File: config.mk
export PLATFORM = sky130hd
export DESIGN_NAME = cache_ctrl_fsm
export DESIGN_NICKNAME = d
export VERILOG_FILES = /design/src/rtl/cache_pkg.sv /design/src/rtl/cache_ctrl_fsm_victim.sv /design/src/rtl/cache_ctrl_fsm.sv
export SDC_FILE = /design/constraint.sdc
export NUM_CORES = 1
export LEC_CHECK = 0
export CORE_UTILIZATION = 47
export CTS_CLUSTER_DIAMETER = 100
export DETAILED_ROUTE_END_ITERATION = 7
export GPL_TIMING_DRIVEN = 1
export HOLD_SLACK_MARGIN = 0.06
export PLACE_DENSITY = 0.79
export REMOVE_ABC_BUFFERS = 1
export SETUP_SLACK_MARGIN = 0.15
export SLEW_MARGIN = 20
export SYNTH_ARGS = -nofsm -noshare
export SYNTH_HDL_FRONTEND = slang
export SYNTH_SLANG_ARGS = --single-unit
File: constraint.sdc
create_clock -name clk -period 9.77 [get_ports clk]
set_input_delay 1.4655 -clock clk [delete_from_list [all_inputs] [get_ports clk]]
set_output_delay 1.4655 -clock clk [all_outputs]
set_load 0.05 [all_outputs]
File: src/rtl/cache_pkg.sv
// Shared types and geometry for the 4-way set-associative cache controller.
// A line is {valid, tag, data}, packed MSB-first into 36 bits.
package cache_pkg;

    localparam int TAG_W     = 3;
    localparam int INDEX_W   = 4;
    localparam int DATA_W    = 32;
    localparam int CNT_W     = 16;
    localparam int ADDR_W    = TAG_W + INDEX_W;
    localparam int NUM_WAYS  = 4;
    localparam int NUM_SETS  = 1 << INDEX_W;
    localparam int LINE_W    = 36;
    localparam int VALID_BIT = 35;
    localparam int TAG_MSB   = 34;
    localparam int TAG_LSB   = 32;

    typedef enum logic [2:0] {
        IDLE,
        LOOKUP,
        MEM_RD,
        FILL,
        MEM_WR,
        DONE
    } state_t;

    typedef struct packed {
        logic              valid;
        logic [TAG_W-1:0]  tag;
        logic [DATA_W-1:0] data;
    } line_t;

    // Keeps only the lowest set bit; way 1 (bit 0) has the highest priority.
    function automatic logic [NUM_WAYS-1:0] lowest_onehot(input logic [NUM_WAYS-1:0] v);
        logic [NUM_WAYS-1:0] r;
        r = '0;
        for (int i = 0; i < NUM_WAYS; i++) begin
            if (v[i] && (r == '0)) r[i] = 1'b1;
        end
        return r;
    endfunction

    function automatic logic [CNT_W-1:0] sat_inc(input logic [CNT_W-1:0] c);
        return (&c) ? c : c + CNT_W'(1);
    endfunction

endpackage

File: src/rtl/cache_ctrl_fsm_victim.sv
// Victim way selection: first invalid way, otherwise a per-set round-robin
// pointer that only moves when it actually supplied the victim.
module victim_select
    import cache_pkg::*;
(
    input  logic                clk,
    input  logic                rst,
    input  logic [NUM_WAYS-1:0] valid,
    input  logic [INDEX_W-1:0]  index,
    input  logic                advance,
    output logic [NUM_WAYS-1:0] victim
);

    logic [1:0] ptr [NUM_SETS];
    logic       all_valid;

    assign all_valid = &valid;

    // NOTE: every always_comb output gets a default first so no path can infer a latch.
    always_comb begin
        victim = '0;
        if (all_valid) begin
            victim[ptr[index]] = 1'b1;
        end else begin
            victim = lowest_onehot(~valid);
        end
    end

    // NOTE: the pointer file is tiny and its reset value is architectural, so it is
    // reset like ordinary flops; sequential state always uses non-blocking <=.
    always_ff @(posedge clk or posedge rst) begin
        if (rst) begin
            for (int s = 0; s < NUM_SETS; s++) ptr[s] <= '0;
        end else if (advance && all_valid) begin
            ptr[index] <= ptr[index] + 2'd1;
        end
    end

endmodule

File: src/rtl/cache_ctrl_fsm.sv
// Request sequencer for the 4-way cache: lookup, read-miss fill from memory,
// write-through without allocate, saturating hit/miss statistics.
module cache_ctrl_fsm
    import cache_pkg::*;
(
    input  logic                clk,
    input  logic                rst,
    input  logic                cpu_req,
    input  logic                cpu_we,
    input  logic [ADDR_W-1:0]   cpu_addr,
    input  logic [DATA_W-1:0]   cpu_wdata,
    output logic [DATA_W-1:0]   cpu_rdata,
    output logic                cpu_done,
    output logic [INDEX_W-1:0]  arr_index,
    input  logic [LINE_W-1:0]   line_1,
    input  logic [LINE_W-1:0]   line_2,
    input  logic [LINE_W-1:0]   line_3,
    input  logic [LINE_W-1:0]   line_4,
    input  logic                hit_1,
    input  logic                hit_2,
    input  logic                hit_3,
    input  logic                hit_4,
    output logic [NUM_WAYS-1:0] arr_we,
    output logic [LINE_W-1:0]   arr_wline,
    output logic                mem_req,
    output logic                mem_we,
    output logic [ADDR_W-1:0]   mem_addr,
    output logic [DATA_W-1:0]   mem_wdata,
    input  logic                mem_ack,
    input  logic [DATA_W-1:0]   mem_rdata,
    output logic [CNT_W-1:0]    hit_cnt,
    output logic [CNT_W-1:0]    miss_cnt
);

    state_t              state;
    logic [TAG_W-1:0]    req_tag;
    logic [INDEX_W-1:0]  req_index;
    logic                req_we;
    logic [DATA_W-1:0]   req_wdata;
    logic [DATA_W-1:0]   fill_data;

    logic [NUM_WAYS-1:0] hits;
    logic [NUM_WAYS-1:0] hit_way;
    logic                any_hit;
    logic [NUM_WAYS-1:0] valids;
    logic [NUM_WAYS-1:0] victim;
    logic [DATA_W-1:0]   hit_data;

    assign hits    = {hit_4, hit_3, hit_2, hit_1};
    assign hit_way = lowest_onehot(hits);
    assign any_hit = |hits;
    assign valids  = {line_4[VALID_BIT], line_3[VALID_BIT], line_2[VALID_BIT], line_1[VALID_BIT]};

    // Tag compare happens outside this block; the tag fields are only passed through.
    logic unused_line_tags;
    assign unused_line_tags = ^{line_1[TAG_MSB:TAG_LSB], line_2[TAG_MSB:TAG_LSB],
                                line_3[TAG_MSB:TAG_LSB], line_4[TAG_MSB:TAG_LSB]};

    always_comb begin
        hit_data = line_4[DATA_W-1:0];
        if (hit_1)      hit_data = line_1[DATA_W-1:0];
        else if (hit_2) hit_data = line_2[DATA_W-1:0];
        else if (hit_3) hit_data = line_3[DATA_W-1:0];
    end

    victim_select u_victim (
        .clk     (clk),
        .rst     (rst),
        .valid   (valids),
        .index   (req_index),
        .advance (state == MEM_RD && mem_ack),
        .victim  (victim)
    );

    always_ff @(posedge clk or posedge rst) begin
        if (rst) begin
            state     <= IDLE;
            req_tag   <= '0;
            req_index <= '0;
            req_we    <= 1'b0;
            req_wdata <= '0;
            fill_data <= '0;
            cpu_rdata <= '0;
            cpu_done  <= 1'b0;
            arr_index <= '0;
            arr_we    <= '0;
            arr_wline <= '0;
            mem_req   <= 1'b0;
            mem_we    <= 1'b0;
            mem_addr  <= '0;
            mem_wdata <= '0;
            hit_cnt   <= '0;
            miss_cnt  <= '0;
        end else begin
            arr_we   <= '0;
            cpu_done <= 1'b0;
            unique case (state)
                IDLE: begin
                    if (cpu_req && !cpu_done) begin
                        req_tag   <= cpu_addr[ADDR_W-1:INDEX_W];
                        req_index <= cpu_addr[INDEX_W-1:0];
                        req_we    <= cpu_we;
                        req_wdata <= cpu_wdata;
                        arr_index <= cpu_addr[INDEX_W-1:0];
                        state     <= LOOKUP;
                    end
                end
                LOOKUP: begin
                    if (any_hit) hit_cnt  <= sat_inc(hit_cnt);
                    else         miss_cnt <= sat_inc(miss_cnt);
                    if (req_we) begin
                        if (any_hit) begin
                            arr_we    <= hit_way;
                            arr_wline <= line_t'{valid: 1'b1, tag: req_tag, data: req_wdata};
                        end
                        mem_req   <= 1'b1;
                        mem_we    <= 1'b1;
                        mem_addr  <= {req_tag, req_index};
                        mem_wdata <= req_wdata;
                        state     <= MEM_WR;
                    end else if (any_hit) begin
                        cpu_rdata <= hit_data;
                        cpu_done  <= 1'b1;
                        state     <= DONE;
                    end else begin
                        mem_req  <= 1'b1;
                        mem_we   <= 1'b0;
                        mem_addr <= {req_tag, req_index};
                        state    <= MEM_RD;
                    end
                end
                // The fill write is issued on the ack edge so arr_we is high during FILL.
                MEM_RD: begin
                    if (mem_ack) begin
                        mem_req   <= 1'b0;
                        mem_addr  <= '0;
                        fill_data <= mem_rdata;
                        arr_we    <= victim;
                        arr_wline <= line_t'{valid: 1'b1, tag: req_tag, data: mem_rdata};
                        state     <= FILL;
                    end
                end
                FILL: begin
                    cpu_rdata <= fill_data;
                    cpu_done  <= 1'b1;
                    state     <= DONE;
                end
                MEM_WR: begin
                    if (mem_ack) begin
                        mem_req   <= 1'b0;
                        mem_we    <= 1'b0;
                        mem_addr  <= '0;
                        mem_wdata <= '0;
                        cpu_done  <= 1'b1;
                        state     <= DONE;
                    end
                end
                DONE: begin
                    arr_index <= '0;
                    state     <= IDLE;
                end
                default: state <= IDLE;
            endcase
        end
    end

endmodule

==> metrics.yaml <==
route:
  vias: 10600
  firstDrtPassIters: 7
  drc: 0
  viasPerCell: 5.64
  drt_wl_total_um: 39400
  wl_per_cell_um: 21.0
  drt-initial-drc-count: 732
  postRouteAntennaNets: 0
synth:
  synth_warnings: 0
  synthCells: 1196
  synth_ff_type: "dfrtp_1"
  yosys.area.top_type_share_pct: 54.3
  ys_ff_latch: 257
  yosys.area_share.xor_xnor_pct: 3.25
  synth_fa_ha_area_share_pct: 0.634
  synthMuxAreaShare_pct: 6.31
  synth_top_cells_by_area: "dfrtp_1 54%, nand2_1 11%, a22oi_1 3.4%, mux2i_1 2.8%, o21ai_0 2.8%"
  synth_top_family_by_area: "simple AND/OR/NAND/NOR gates"
  synth_area_um2: 11800
  ys_seq_area_share_pct: 54.3
  ys_types: 52
  synthArstFlopShare_pct: 100
  synth_top_area_cell: "dfrtp_1"
  synth_edf_count: 0
  synth_simple_gate_area_share_pct: 19.6
  avgSynthCellArea_um2: 9.90
  synth-compound-area-share_pct: 12.9
place:
  dp_hpwl_um: 27100
  place_congestion: 0.882
  portBuffers: 361
clock_tree:
  numCtsBuffers: 27
  cts_tree: "built"
  clk_latency_ns: 0.53
  cts_resized: 0
  ctsHoldBuffers: 0
  postCtsSetupBuffers: 0
  clock-sinks: 257
  clock-root-buffer: "clkbuf_16"
  ctsHtreeMaxLevel: 1
  path_clk_slew_ns: 0.06
  clock_path_buffers: 3
timing:
  max_slew_margin_pct: 24.5
  rsz0062_at_grt: "no"
  worst_pin_slew_ns: 1.13
  max_freq_mhz: 247
  fin_tns_setup_ns: 0
  drv_slew: 0
  fin_skew_ns: 0.00892
  post-route-min-period_ns: 4.05
  finalHoldViolCount: 0
  setup_viol: 0
  timing.final.crit_share_pct: 41.5
finish:
  drive_above_1_share_pct: 7.38
  fillers: 1920
  layout.nets: 1757
  post-route-util_pct: 67.9
  syn_to_final_growth_pct: 40.6
hold_path:
  hold_start: "mem_wdata[20]"
  hold_class: "reg2reg"
setup_path:
  r2r-start: "state[2]"
  crit_start: "mem_ack"
  start_kind: "input pin"
  required_ns: 10.18
  critical_path_arrival_ns: 4.46
  cp-end-kind: "flip-flop"
  critPathKind: "in2reg"
  worstPathMaxFanout: 24
floorplan:
  die_x_um: 161
  start_util_pct: 48.3
  design.die.area_um2: 25800
  std_cell_rows: 57
  io_pins: 374
  core-area_um2: 24500
  fp.dieH_um: 161
global_route:
  antenna_found_initial: 5
  grt_max_degree: 124
  use_met1_pct: 37.8
  grt_busiest_layer: "met2"
  grt_pass1_vias: 10800
  use_met2_pct: 50.3
  grt_first_pass_wirelength_um: 60900
  use_met3_pct: 7.75
  grt_use_total_pct: 30.5
  grt_overflow: 0
power_and_ir_drop:
  power_mw: 4.74
  power.density_nw_per_um2: 285
  p_leak_nw: 7.59
  ir_drop_mv: 0.224
status:
  outcome: "finished, final reports clean"
job:
  cap_violations: 0
[metal layers]
metal  wire (um)  vias up
li1            -     4841
met1       15800     5197
met2       18600      443
met3        3440       91
met4        1540        0
met5           0        -
[synth_stat cells, drive strengths merged (3+ instances only)]
master / instances
mux4: 8
nor3b: 8
buf: 21
ha: 6
xor2: 24
nand3: 45
mux2: 21
nand4: 13
o21ai: 70
a21o: 21
and4: 8
mux2i: 33
dfrtp: 257
a22oi: 53
nand3b: 14
clkbuf: 57
and2: 5
and3: 3
nand2: 357
o2111ai: 3
inv: 11
nor4: 10
nor2b: 6
a221oi: 13
nor2: 15
a22o: 26
nand4bb: 3
a21oi: 24
xnor2: 20
nor3: 13
a31oi: 5
[power by group]
group / switching [mW] / total [mW] / internal [mW]
Sequential: 0.268 / 1.66 / 1.39
Combinational: 1.37 / 2.09 / 0.716
Clock: 0.418 / 0.994 / 0.577
Total: 2.06 / 4.74 / 2.69
[flip-flops by register name, summed over array words and instances (netlist names), 7 cells and up]
| signal | cells |
|---|---|
| arr_wline | 36 |
| fill_data | 32 |
| mem_addr | 7 |
| hit_cnt | 16 |
| u_victim.ptr | 32 |
| req_wdata | 32 |
| cpu_rdata | 32 |
| mem_wdata | 32 |
| miss_cnt | 16 |
[kinds of logic after synthesis]
family,Yosys count
flops,257
compound gates,228
mux,62
fa+ha+maj,6
xor+xnor,44
buf+inv,89
simple gates,510
[final cells by class]
cell class                      instances  area [um2]  share of cell area [%]
Sequential cell                       257        6430                    38.6
Clock buffer                           39         781                    4.69
Clock inverter                          8        65.1                   0.391
Antenna cell                            5        12.5                  0.0751
Tap cell                              324         405                    2.43
Multi-Input combinational cell        850        5140                    30.9
Timing Repair Buffer                  380        3770                    22.6
Inverter                               11        48.8                   0.293
[worst paths after layout]
kind | to | cells after the start | slack, ns
max in group asynchronous | cpu_rdata[20] | 3 | 6.75
setup / recovery | u_victim.ptr[5] | 6 | 5.72
setup reg to reg | u_victim.ptr[5] | 5 | 6.67
min in group asynchronous | arr_wline[34] | 2 | 1.53
hold reg to reg | mem_wdata[20] | 2 | 0.46
hold / removal | mem_wdata[20] | 2 | 0.46
[critical path: stages]
cell and delay, ns:
clkdlybuf4s50_1 0.59, nor4bb_4 0.87, buf_4 0.51, nand4_1 0.25, nor3b_1 0.39, mux2_2 0.38
[per-stage QoR]
step	std cells	cell area, um2	hold slack [ns]	setup slack [ns]
finish	1874	16700	0.464	5.72
global route	1874	16700	0.480	5.54
CTS	1868	16600	0.469	5.73
detailed placement	1821	15800	0.455	5.17
global placement	1821	15800	0.450	5.27
floorplan	1118	11500	0.436	1.23
[cell usage in the layout (no fill, tap or decap), types with 18 or more instances in the layout]
cell type          n
dfrtp_1          257
mux2_2            21
xnor2_1           20
o21ai_0           66
xor2_1            24
a21o_1            21
nand2_1          357
nand3_1           44
buf_4             18
clkdlybuf4s50_1  359
clkbuf_16         27
a21oi_1           23
mux2i_1           33
a22oi_1           53
a22o_1            26
No activity file was read; power rests on OpenSTA's default activity.
